==> src/rtl/rr_din_arbiter.sv <==
// Round-robin arbiter that locks one requester per burst onto a shared dout path.
// Grant follows req by one edge; beats forward combinationally; dout_ready=0 holds the burst in place.
module rr_din_arbiter #(
    parameter int NUM_REQ    = 4,
    parameter int DATA_WIDTH = 8,
    parameter int MAX_BURST  = 16
) (
    input  logic                          clk,
    input  logic                          rst,
    input  logic [NUM_REQ-1:0]            req,
    input  logic [NUM_REQ*DATA_WIDTH-1:0] req_data,
    input  logic [NUM_REQ-1:0]            req_last,
    output logic [NUM_REQ-1:0]            grant,
    output logic [2:0]                    owner_id,
    output logic                          busy,
    output logic [DATA_WIDTH-1:0]         dout,
    output logic                          dout_valid,
    input  logic                          dout_ready
);

    typedef enum logic {IDLE, BUSY} state_t;

    state_t               state, state_nxt;
    logic [2:0]           rr_ptr;
    logic [7:0]           beat_cnt;
    logic                 found;
    logic [2:0]           win_id;
    logic [NUM_REQ-1:0]   win_oh;
    logic                 own_req, own_last, accept, release_now;
    logic [2:0]           ptr_nxt;

    // Two passes give the wrap-around search: indices >= rr_ptr first, then from 0.
    always_comb begin
        found  = 1'b0;
        win_id = '0;
        win_oh = '0;
        for (int i = 0; i < NUM_REQ; i++) begin
            if (!found && req[i] && (i >= int'(rr_ptr))) begin
                found     = 1'b1;
                win_id    = 3'(i);
                win_oh    = '0;
                win_oh[i] = 1'b1;
            end
        end
        for (int i = 0; i < NUM_REQ; i++) begin
            if (!found && req[i]) begin
                found     = 1'b1;
                win_id    = 3'(i);
                win_oh    = '0;
                win_oh[i] = 1'b1;
            end
        end
    end

    assign own_req     = |(req & grant);
    assign own_last    = |(req_last & grant);
    assign accept      = (state == BUSY) && own_req && dout_ready;
    assign release_now = accept && (own_last || (beat_cnt + 8'd1 == 8'(MAX_BURST)));
    assign ptr_nxt     = (int'(owner_id) == NUM_REQ - 1) ? 3'd0 : owner_id + 3'd1;
    assign busy        = (state == BUSY);

    always_ff @(posedge clk or posedge rst) begin
        if (rst) state <= IDLE;
        else     state <= state_nxt;
    end

    always_comb begin
        state_nxt = state;
        case (state)
            IDLE:    if (found)       state_nxt = BUSY;
            BUSY:    if (release_now) state_nxt = IDLE;
            default:                  state_nxt = IDLE;
        endcase
    end

    always_comb begin
        dout_valid = (state == BUSY) && own_req;
        dout       = '0;
        if (dout_valid) begin
            for (int i = 0; i < NUM_REQ; i++) begin
                if (grant[i]) dout = req_data[i*DATA_WIDTH +: DATA_WIDTH];
            end
        end
    end

    always_ff @(posedge clk or posedge rst) begin
        if (rst) begin
            grant    <= '0;
            owner_id <= '0;
            rr_ptr   <= '0;
            beat_cnt <= '0;
        end else begin
            if (state == IDLE && found) begin
                grant    <= win_oh;
                owner_id <= win_id;
                beat_cnt <= '0;
            end
            if (accept && beat_cnt != 8'(MAX_BURST)) beat_cnt <= beat_cnt + 8'd1;
            if (release_now) begin
                grant  <= '0;
                rr_ptr <= ptr_nxt;
            end
        end
    end

endmodule

==> config.mk <==
export PLATFORM = sky130hd
export DESIGN_NAME = rr_din_arbiter
export DESIGN_NICKNAME = d
export VERILOG_FILES = /design/src/rtl/rr_din_arbiter.sv
export SDC_FILE = /design/constraint.sdc
export NUM_CORES = 1
export LEC_CHECK = 0
export CORE_MARGIN = 4
export CORE_UTILIZATION = 50
export CTS_CLUSTER_SIZE = 40
export DETAILED_ROUTE_END_ITERATION = 7
export DONT_BUFFER_PORTS = 1
export HOLD_SLACK_MARGIN = 0.1
export REMOVE_ABC_BUFFERS = 1
export SLEW_MARGIN = 20
export SYNTH_ARGS = -nofsm -noshare
export SYNTH_HDL_FRONTEND = slang
export SYNTH_SLANG_ARGS = --single-unit
==> constraint.sdc <==
create_clock -name clk -period 2 [get_ports clk]
set_input_delay 0.2 -clock clk [delete_from_list [all_inputs] [get_ports clk]]
set_output_delay 0.2 -clock clk [all_outputs]
set_load 0.02 [all_outputs]
# Word level (Yosys, flattened, before mapping)
# Cells that the tools add are included.
op_classes:
  shift: 0
  n_mux: 36
  eq_ne: 3
  multipliers: 0
  n_reduce_logical: 28
  order_cmp: 4
  n_bitwise: 3
  add_sub_neg: 2
  n_div: 0
op_table:
  columns: ["operator", "n"]
  rows:
  - ["$mux W8", 7]
  - ["$mux W4", 8]
  - ["$mux W3", 6]
  - ["$logic_and A1 B1 Y1", 16]
  - ["$mux W1", 12]
  - ["$add A8 B1 Y8 const B", 1]
  - ["$and A4 B4 Y4", 2]
  - ["$eq A8 B5 Y1 const B", 1]
  - ["$ne A8 B5 Y1 const B", 1]
  - ["$reduce_or A4 Y1", 2]
  - ["$logic_not A1 Y1", 7]
  - ["$ge A1 B3 Y1 const A", 2]
  - ["$ge A2 B3 Y1 const A", 2]
  - ["$mux W2", 2]
  - ["$reduce_bool A2 Y1", 2]
  - ["$add A3 B1 Y3 const B", 1]
  - ["$eq A3 B3 Y1 const B", 1]
  - ["$pmux W1 S2", 1]
  - ["$logic_or A1 B1 Y1", 1]
  - ["$not A1 Y1", 1]
totals:
  register_bits: 19
  mem_bits_rw: 0
  latch_bits: 0
  mem_count: 0
  inputBits: 43
  mem_bits_ro: 0

# Longest topological paths before layout
logic_depth:
  ltp_word: 30
  depth_mapped: 8

# Least setup slack after synthesis
# No wires, ideal clock.
synth_path:
  path_type: "register to register"
  start: "register grant[2]"
  end: "register rr_ptr[0]"
  n_path_buf: 2
  path_slack_ns: 0.161
  setup_ns: 0.125
  t_arrival_ns: 1.714
  period_less_slack_ns: 1.839
  path_stages_with_launch: 7
  cell_sequence: "dfrtp_1 -> buf_2 -> a22oi_1 -> a21oi_2 -> or3b_1 -> buf_6 -> mux2_4"
synth_via:
  elab_chain_len: 5
  elab_cells_between_ends: 8
  classes_between: "bitwise (2); reduce/logical (6)"
synth_lines:
  columns: ["item", "line_no", "text"]
  rows:
  - ["start: declaration", "13", "output logic [NUM_REQ-1:0] grant,"]
  - ["start signal: assignment", "94", "grant <= win_oh;"]
  - ["$and A4 B4 Y4", "55", "assign own_req = |(req & grant);"]
  - ["$reduce_or A4 Y1", "55", null]
  - ["$logic_and A1 B1 Y1 (2 in series)", "57", "assign accept = (state == BUSY) && own_req && dout_ready;"]
  - ["$logic_and A1 B1 Y1 (*)", "58", "assign release_now = accept && (own_last || (beat_cnt + 8'd1 == 8'(MAX_BURST)));"]
  - ["end signal: assignment", "101", "rr_ptr <= ptr_nxt;"]
  - ["end: declaration", "24", "logic [2:0] rr_ptr;"]
# Every way passes the cells marked *; elsewhere a longest branch is shown, timed or not.
# A chain may end at the register's enable or synchronous reset.

# Worst setup path in the final report
layout_path:
  start: "register beat_cnt[3]"
  end: "register rr_ptr[0]"
layout_via:
  elab_chain_len: 4
layout_lines:
  columns: ["item", "line_no", "text"]
  rows:
  - ["start: declaration", "25", "logic [7:0] beat_cnt;"]
  - ["start signal: assignment", "98", "if (accept && beat_cnt != 8'(MAX_BURST)) beat_cnt <= beat_cnt + 8'd1;"]
  - ["$add A8 B1 Y8", "58", null]
  - ["$eq A8 B5 Y1", "58", null]
  - ["$logic_or A1 B1 Y1", "58", null]
  - ["$logic_and A1 B1 Y1", "58", null]
# No other way between the ends.

==> results.json <==
{
  "status": "finished, final reports clean",
  "cts_max_level": 1,
  "cts.sinks": 17,
  "cpPeakStageDelay_ps": 490,
  "start_util": 0.538,
  "coreArea_um2": 2520,
  "use_met1": 0.216,
  "path_clk_slew_ps": 100,
  "seq_area_frac_synth": 0.314,
  "drv_cap": 0,
  "grt_first_pass_wirelength_um": 5220,
  "hpwl_um": 2760,
  "fin_nets": 228,
  "hold_class": "in2reg",
  "hold_path_depth": 2,
  "synthArstFlopShare": 1.00,
  "crit_chain": "nand2b_1, mux2i_1, a31oi_1, or3b_1, mux2_4",
  "synth_top_area_frac": 0.314,
  "post-route-util": 0.591,
  "antenna_found_initial": 0,
  "cts_buffers": 3,
  "powerDensity_nw_per_um2": 1430,
  "synth.most_common_cell": "nor2_1",
  "fp.dieW_um": 60.1,
  "path_max_fanout": 9,
  "r2r_cells": 5,
  "die_area_um2": 3610,
  "synth_common_cells": "19 x nor2_1, 17 x dfrtp_1, 17 x nand2_1, 14 x a21oi_1, 11 x nor3_1",
  "crit_buf_inv": 0,
  "endpoint_kind": "flop",
  "dp_cells": 205,
  "io-pin-count": 60,
  "gp_congestion": 0.827,
  "hold_viol": 0,
  "ant_nets": 0,
  "syn_inst": 171,
  "area_growth_pct": 9.87,
  "grt-ovfl-total": 0,
  "use_met2": 0.369,
  "wl_um": 3530,
  "drt_iter0_drc": 72,
  "gr-usage-met3": 0.0194,
  "dieHeight_um": 60.1,
  "cp_top_family": "simple AND/OR/NAND/NOR gates",
  "p_leak_nw": 0.669,
  "place.port_buffers": 0,
  "wire_per_inst_um": 16.7,
  "reg2reg_slack_ps": 140,
  "layout_worst_path_cycle_share": 0.929,
  "required_ps": 2200,
  "drive_gt1_frac": 0.199,
  "fin_skew_ps": 6.77,
  "rsz0062_at_grt": "false",
  "fmax_mhz": 538,
  "syn_area_um2": 1360,
  "ys_warn_count": 0,
  "grt_max_degree": 18,
  "setup_viol": 0,
  "crit_path_start_kind": "flop",
  "regToRegStartpoint": "beat_cnt[3]$_DFFE_PP0P_",
  "r2r_end": "rr_ptr[0]$_DFFE_PP0P_",
  "antenna_cells": 0,
  "insertion_delay_ps": 300,
  "grt_use_total": 0.195,
  "post-route-min-period_ps": 1860,
  "first_global_vias": 1181,
  "crit_arrival_ps": 2050,
  "cts_root_buffer": "clkbuf_4",
  "peakVddDrop_uv": 799,
  "crit_slowest_cell": "or3b_1",
  "relSlewSlack": 0.560,
  "fin_cells": 211,
  "clock_path_buffers": 2,
  "yosys.area.top_type": "dfrtp_1",
  "vias": 1293,
  "hold-path-endpoint": "owner_id[0]$_DFFE_PP0P_",
  "synth-edff-count": 0,
  "tightest_slew_ps": 659,
  "hold_start": "req[1]",
  "post-route-drc-count": 0,
  "synth_seq_cells": 17,
  "busiest_layer": "met2",
  "ys_types": 45,
  "maxSlewViolCount": 0,
  "power_mw": 2.13,
  "ys.flop_type": "dfrtp_1",
  "cts_tree": "built",
  "ys_top_cells_by_area": "dfrtp_1 31%, nor2_1 5.3%, a21oi_1 5.2%",
  "syn_avg_cell_area_um2": 7.93,
  "crit_type": "reg2reg",
  "vias_per_cell": 6.13,
  "first_pass_iters": 4,
  "rows": 18
}
[cell usage in the layout, fill, tap and decap left out, drive strengths merged, types with 3 or more instances in the layout]
cell type,n
a211o,4
a22oi,4
nand2,18
a21oi,15
buf,16
nor2,19
clkbuf,3
nand3,7
nor2b,9
dfrtp,17
ha,3
a221oi,7
inv,6
nor3,12
o21ai,7
a31oi,3
a21o,3
[state kept, by name, indices dropped and copies added (netlist names)]
signal and cells:
grant 4, rr_ptr 2, owner_id 2, beat_cnt 8, busy 1
[worst max-delay path by stage]
| stage | cells past startpoint | start | slack [ps] | to |
|---|---|---|---|---|
| 3_5_place_dp | 5 | beat_cnt[3]$_DFFE_PP0P_ | 160 | rr_ptr[0]$_DFFE_PP0P_ |
| 5_1_grt | 6 | grant[0]$_DFFE_PP0P_ | 10 | dout[0] |
| 2_1_floorplan | 4 | grant[3]$_DFFE_PP0P_ | -9 | rr_ptr[0]$_DFFE_PP0P_ |
| 4_1_cts | 6 | grant[1]$_DFFE_PP0P_ | 50 | dout[6] |
| 6_report | 5 | beat_cnt[3]$_DFFE_PP0P_ | 140 | rr_ptr[0]$_DFFE_PP0P_ |
| 3_3_place_gp | 5 | beat_cnt[2]$_DFFE_PP0P_ | 200 | rr_ptr[1]$_DFFE_PP0P_ |
[report_power, final]
part | total (mW) | switching (mW) | internal (mW)
combinational | 1.32 | 0.760 | 0.557
clock | 0.189 | 0.114 | 0.0746
sequential | 0.623 | 0.171 | 0.452
[cells by family after synthesis]
| logic type | synth area share |
|---|---|
| buffers and inverters | 0.0646 |
| and+or+nand+nor | 0.291 |
| DFF | 0.314 |
| other | 0.00276 |
| adders and majority gates | 0.0277 |
| muxes | 0.0295 |
| AOI/OAI and AO/OA | 0.258 |
| xor gates and xnor gates | 0.0129 |
[routing by layer]
metal,part of all wire,vias to the layer above
met1,0.41,599
met5,0,-
met3,0.077,4
met4,0.015,0
met2,0.50,55
li1,-,635
[metrics by stage]
stage	TNS, ps	hold WS [ps]	instance area, um^2	setup slack (ps)
detailed placement	0	219	1440	163
floorplan	-17.8	126	1290	-8.91
CTS	0	108	1480	47.1
finish	0	117	1490	142
global placement	0	204	1440	198
global route	0	114	1490	14.2
[worst register-to-register path, stage by stage, from the launching register on]
cell and delay [ps]:
dfrtp_1 480, nand2b_1 190, mux2i_1 160, a31oi_1 110, or3b_1 490, mux2_4 340
[repair_timing]
item | 4_1_cts | 5_1_grt
endpoints found under the setup margin | 7 | 4
resized for setup | 1 | 2
hold buffers | 1 | 0
setup buffers | 0 | 1
endpoints found under the hold margin | 17 | 0
[cell type report]
| type | count | area, um^2 |
|---|---|---|
| sequential | 17 | 427 |
| clock buffer | 3 | 22.5 |
| timing repair buffer | 17 | 130 |
| tap | 30 | 37.5 |
| inverter | 6 | 22.5 |
| clock inverter | 1 | 5.00 |
| fill | 227 | 1030 |
| multi-input combinational | 137 | 846 |
No activity file was read; power rests on OpenSTA's default activity.
